## config.mk

```make
export PLATFORM = sky130hd
export DESIGN_NAME = divider_28bit_sequential
export DESIGN_NICKNAME = d
export VERILOG_FILES = /design/src/rtl/divider_28bit_sequential.sv
export SDC_FILE = /design/constraint.sdc
export NUM_CORES = 1
export LEC_CHECK = 0
export CAP_MARGIN = 20
export CORE_MARGIN = 2
export CORE_UTILIZATION = 32
export CTS_CLUSTER_DIAMETER = 120
export DETAILED_ROUTE_END_ITERATION = 10
export GPL_TIMING_DRIVEN = 1
export PLACE_DENSITY = 0.65
export SLEW_MARGIN = 40
export SYNTH_ARGS = -nofsm -noshare
export SYNTH_HDL_FRONTEND = slang
export SYNTH_SLANG_ARGS = --single-unit
```

## constraint.sdc

```tcl
create_clock -name clk -period 5.2 [get_ports clk]
set_clock_uncertainty 0.05 [all_clocks]
set_input_delay 0.78 -clock clk [delete_from_list [all_inputs] [get_ports clk]]
set_output_delay 0.78 -clock clk [all_outputs]
set_load 0.005 [all_outputs]
```

## src/rtl/divider_28bit_sequential.sv

```systemverilog
// divider_28bit_sequential
// ------------------------------------------------------------------
// Iterative radix-2 restoring divider. It divides an unsigned
// 2*WIDTH-bit dividend by a WIDTH-bit divisor and resolves one
// quotient bit per clock.
//
// Handshake: a transfer happens on a rising edge where valid && ready.
// The source holds its payload stable while valid=1 && ready=0. ready
// never depends combinationally on valid on the same side.
//
// Ports
//   clk        clock, rising edge
//   rst        asynchronous active-low reset
//   in_valid   operands present          in_ready   operands accepted
//   dividend   2*WIDTH-bit dividend       divisor    WIDTH-bit divisor
//   out_valid  result held on outputs     out_ready  consumer takes result
//   quotient   WIDTH-bit quotient         remainder  WIDTH-bit remainder
//   err        divide-by-zero / quotient overflow flag
//   state_dbg  current FSM state (IDLE=0, BUSY=1, DONE=2)
//
// Optional feature macro: DIVIDER_OVERFLOW_CHECK_EN
//   When it is defined, a divisor of zero or dividend[2W-1:W] >= divisor is
//   detected on the accepting edge. The divider then goes straight to DONE
//   with err=1, quotient all ones, and remainder=dividend[W-1:0].
//   When it is undefined, err is tied to 0 and every operand pair takes
//   the full WIDTH iterations.
module divider_28bit_sequential #(
  parameter int WIDTH = 28
) (
  input  logic               clk,
  input  logic               rst,
  input  logic               in_valid,
  output logic               in_ready,
  input  logic [2*WIDTH-1:0] dividend,
  input  logic [WIDTH-1:0]   divisor,
  output logic               out_valid,
  input  logic               out_ready,
  output logic [WIDTH-1:0]   quotient,
  output logic [WIDTH-1:0]   remainder,
  output logic               err,
  output logic [1:0]         state_dbg
);

  localparam int CW = $clog2(WIDTH);

  typedef enum logic [1:0] {
    IDLE = 2'd0,
    BUSY = 2'd1,
    DONE = 2'd2
  } state_t;

  state_t state, state_nxt;

  logic [CW-1:0]    count;
  logic [WIDTH:0]   rem_r;       // partial remainder, one guard bit
  logic [WIDTH-1:0] shift_r;     // low dividend bits still to be consumed
  logic [WIDTH-1:0] quo_r;       // quotient bits gathered so far
  logic [WIDTH-1:0] divisor_r;
  logic [WIDTH-1:0] quotient_r;
  logic [WIDTH-1:0] remainder_r;

  logic [WIDTH:0]   trial;
  logic [WIDTH+1:0] diff;
  logic [WIDTH:0]   rem_nxt;
  logic             q_bit;
  logic             last_iter;
  logic             accept;
  logic             bad_ops;

  // The design holds state in IDLE during reset, but in_ready must read 0
  // while rst is low. For that reason the reset level gates the output.
  assign in_ready  = (state == IDLE) && rst;
  assign out_valid = (state == DONE);
  assign accept    = in_valid && in_ready;
  assign last_iter = (count == CW'(WIDTH - 1));
  assign quotient  = quotient_r;
  assign remainder = remainder_r;
  assign state_dbg = state;

`ifdef DIVIDER_OVERFLOW_CHECK_EN
  logic err_r;
  assign bad_ops = (divisor == '0) || (dividend[2*WIDTH-1:WIDTH] >= divisor);
  assign err     = err_r;
`else
  assign bad_ops = 1'b0;
  assign err     = 1'b0;
`endif

  // One restoring step. The subtraction uses one extra bit so that its
  // MSB acts as the borrow flag (1 means the trial value < divisor).
  always_comb begin
    trial   = {rem_r[WIDTH-1:0], shift_r[WIDTH-1]};
    diff    = {1'b0, trial} - {2'b00, divisor_r};
    q_bit   = ~diff[WIDTH+1];
    rem_nxt = q_bit ? diff[WIDTH:0] : trial;
  end

  always_ff @(posedge clk or negedge rst) begin
    if (!rst) state <= IDLE;
    else      state <= state_nxt;
  end

  always_comb begin
    state_nxt = state;
    case (state)
      IDLE:    if (accept) state_nxt = bad_ops ? DONE : BUSY;
      BUSY:    if (last_iter) state_nxt = DONE;
      DONE:    if (out_ready) state_nxt = IDLE;
      default: state_nxt = IDLE;
    endcase
  end

  always_ff @(posedge clk or negedge rst) begin
    if (!rst) begin
      count       <= '0;
      rem_r       <= '0;
      shift_r     <= '0;
      quo_r       <= '0;
      divisor_r   <= '0;
      quotient_r  <= '0;
      remainder_r <= '0;
`ifdef DIVIDER_OVERFLOW_CHECK_EN
      err_r       <= 1'b0;
`endif
    end else if (accept) begin
      rem_r     <= {1'b0, dividend[2*WIDTH-1:WIDTH]};
      shift_r   <= dividend[WIDTH-1:0];
      divisor_r <= divisor;
      quo_r     <= '0;
      count     <= '0;
`ifdef DIVIDER_OVERFLOW_CHECK_EN
      if (bad_ops) begin
        quotient_r  <= '1;
        remainder_r <= dividend[WIDTH-1:0];
        err_r       <= 1'b1;
      end else begin
        err_r       <= 1'b0;
      end
`endif
    end else if (state == BUSY) begin
      rem_r   <= rem_nxt;
      shift_r <= {shift_r[WIDTH-2:0], 1'b0};
      quo_r   <= {quo_r[WIDTH-2:0], q_bit};
      count   <= count + 1'b1;
      // The result registers change only on the final iteration, so they
      // keep the previous result stable until the new one is complete.
      if (last_iter) begin
        quotient_r  <= {quo_r[WIDTH-2:0], q_bit};
        remainder_r <= rem_nxt[WIDTH-1:0];
      end
    end
  end

endmodule
```

==> summary.md <==
| Metric | Value |
|---|---|
| Placer's final routability congestion estimate | `0.897` |
| Nets | `1215` |
| DRT Wirelength | `22.6 mm` |
| Lkg Pwr | `5.03 nW` |
| Die W | `170 um` |
| Root Buffer | `clkbuf_16` |
| Port Buf Inserts | `147` |
| Placed Cells | `1419` |
| Hold Vio Cnt, Final | `0` |
| Setup TNS | `0 ps` |
| DRC violations left | `0` |
| Post-layout util | `41.3%` |
| Buffers & Inverters on Critical Path | `1` |
| Post-synthesis async set-or-reset flop share | `100%` |
| PwrDens | `722 nW/um^2` |
| CTS sink cnt | `174` |
| Initial drt markers | `445` |
| Setup violators final | `0` |
| Avg Inst Size Synth | `8.94 sq um` |
| Final instance area | `11100 sq um` |
| Seq pwr share | `28.7%` |
| CP required | `5430 ps` |
| Comb pwr share | `55.0%` |
| Die Height | `170 um` |
| Crit path arrival time | `3750 ps` |
| Crit-path max FO | `16` |
| Crit end category | `register` |
| P_sw | `0.00343 W` |
| Yosys warns | `0` |
| Crit path launch | `rem_r[9]` |
| EDFF count, synth | `0` |
| Int Power | `0.00462 W` |
| Worst Tran Pin Value | `738 ps` |
| Dominant cell type by area after synthesis | `dfrtp_1` |
| Resized Gates After CTS | `0` |
| Ports | `149` |
| R2r endpoint | `rem_r[2]` |
| Crit path cell chain | `ha_1 -> a21oi_1 -> a21o_1 -> a2111o_1 -> a211o_1 -> a21oi_4 -> buf_4 -> mux2i_1 -> o21ai_0` |
| Reg2Reg Launch Point | `rem_r[9]` |
| Clock Power Share | `16.3%` |
| Synth Register Bits | `174` |
| Final Cycle Share | `67.8%` |
| Crit. path cell count | `9` |
| Post-DP HPWL | `15.8 mm` |
| Bufs on Longest Clock Path | `2` |
| Initial antenna violation count | `2` |
| Distinct cells, synth | `62` |
| Synth Flop Type | `dfrtp_1` |
| Num CTS Buffers | `17` |
| Seq/Total Area, Yosys | `49.6%` |
| Clock slew at reported path FFs | `80 ps` |
| Worst VDD drop | `0.356 mV` |
| Worst setup path end | `rem_r[2]` |
| Row count | `60` |
| Starting density of the core | `32.6%` |
| Synthesized area | `8780 sq um` |
| Global-route wire length before repair | `37.7 mm` |
| Commonest non-fill, non-tap cell in the layout | `nand2_1` |
| Max stage delay on crit path | `510 ps` |
| Placement Setup Slack | `1690 ps` |
| Pre-antenna DRT Iters | `5` |
| Slowest cell on the critical path | `a21oi_4` |
| Max H-tree Level | `4` |
| Largest net degree at the start of global routing | `88` |
| CTS tree | `built` |
| R2R depth | `9` |
| Most frequent cells in the layout | `nand2_1, dfrtp_1, clkdlybuf4s50_1, o21ai_0, a22oi_1` |
| Skew-Pair Late Insertion Delay | `430 ps` |
| Non-Filler Instances | `1452` |
| Unrepaired setup endpoints after global routing | `no` |
| MaxCap Viol Count | `0` |
| Wirelength per Cell | `15.5 um` |
| Max Slew Vio Count | `0` |
| Routed vias/inst | `4.93` |
| Share of layout cells above drive strength 1 | `4.86%` |
| Vias in the first global route | `7150` |
| Placed inst area | `10500 sq um` |
| Filler cell count | `2614` |
| Die ar. | `28800 sq um` |
| Flop2flop setup slack | `1670 ps` |
| Sw frac | `42.6%` |
| Top Family by Delay on Critical Path | `compound AO/OA/AOI/OAI gates` |
| Yosys top cell area share | `49.6%` |
| Fmax | `0.284 GHz` |
| Core ar. | `27000 sq um` |
| Max-slew headroom | `50.6%` |
| Hold-fix buffer count after cts | `0` |
| Setup CP Type | `register to register` |
| Via count | `7161` |
| Critical Path Start Type | `register` |
| Post-CTS Setup Inserts | `0` |
| All-Layer GR Usage | `16.4%` |
| Grt ovf | `0` |
| Min Tclk post-route | `3530 ps` |
| Cells after synthesis | `982` |
| Outcome | `finished, final reports clean` |
| Layout area overhead | `26.9%` |
| Number of nets with antenna violations after routing | `0` |
| Final WS setup | `1670 ps` |
| HP Class | `input pin to async pin` |
| Syn Nets | `1100` |
| Largest cells by area after synthesis | `dfrtp_1, nand2_1, o21ai_0, a22oi_1, ha_1` |
-- kinds of logic after synthesis --
kind of cell               Yosys count  share of synthesized area (%)
DFF                                174                           49.6
buffers and inverters               97                           4.39
muxes                               25                           2.95
other                                1                         0.0427
AOI/OAI and AO/OA                  271                           19.2
and+or+nand+nor                    359                           16.9
adders and majority gates           30                           4.36
xor gates and xnor gates            25                           2.50
-- worst min path at each step --
| stage | startpoint | end | slack (ps) | depth (start not counted) |
|---|---|---|---|---|
| final | rst | quotient[12] | 250 | 1 |
| after global routing | rst | quotient[17] | 280 | 1 |
| after CTS | rst | quotient[12] | 270 | 1 |
| after detailed placement | quo_r[26] | quotient[27] | 410 | 2 |
| after global placement | shift_r[24] | shift_r[24] | 410 | 2 |
| after floorplan | quo_r[26] | quotient[27] | 390 | 2 |
-- area by class of cell --
cell class	count	area, sq um	area share, %
sequential	174	4350	39.1
tap	341	427	3.83
antenna	1	2.50	0.0225
clock inverter	12	150	1.35
multi-input combinational	711	4070	36.5
timing repair buffer	156	1550	13.9
inverter	37	139	1.25
clock buffer	20	447	4.01
-- layer usage --
metal,wire (um),global-route usage [%],share of wire (%),vias up
met1,10600,22.5,47,3380
met4,308,4.53,1.4,2
met5,13,0,0.058,-
met3,1280,4.57,5.7,15
met2,10300,25.5,46,170
li1,-,-,-,3594
-- worst register-to-register path: stages (launching register included) --
cell and delay [ps]:
dfrtp_1 400, ha_1 420, a21oi_1 170, a21o_1 200, a2111o_1 470, a211o_1 340, a21oi_4 510, buf_4 380
mux2i_1 300, o21ai_0 120
-- through the flow --
step / total power [W] / hold slack [ps]
finish: 0.00804 / 250
global route: 0.00880 / 283
CTS: 0.00811 / 273
detailed placement: 0.00677 / 409
global placement: 0.00670 / 409
floorplan: 0.00547 / 389
-- synth_stat cells, drive strengths merged, types with 4 or more instances --
cell,n
a21o,13
a21oi,35
a22oi,52
a31oi,4
and2,6
and3,4
buf,19
clkbuf,41
dfrtp,174
ha,29
inv,37
mux2,4
mux2i,21
nand2,278
nand2b,6
nand3,11
nand4,4
nor2,22
nor2b,5
nor3,9
o211ai,6
o21a,6
o21ai,124
o21bai,5
or3,5
xnor2,18
xor2,7
-- power by group through the flow --
stage          sequential, W  clock [W]  combinational (W)
2_1_floorplan        0.00226          0            0.00321
3_3_place_gp         0.00232          0            0.00438
3_5_place_dp         0.00233          0            0.00444
4_1_cts              0.00231    0.00134            0.00446
5_1_grt              0.00240    0.00140            0.00500
6_report             0.00231    0.00131            0.00442
-- registers in the layout, indices dropped and copies added (netlist names) --
name	cells
remainder	28
state_dbg	2
divisor_r	28
quo_r	27
rem_r	28
quotient	28
shift_r	28
count	5
No activity file was read; power rests on OpenSTA's default activity.
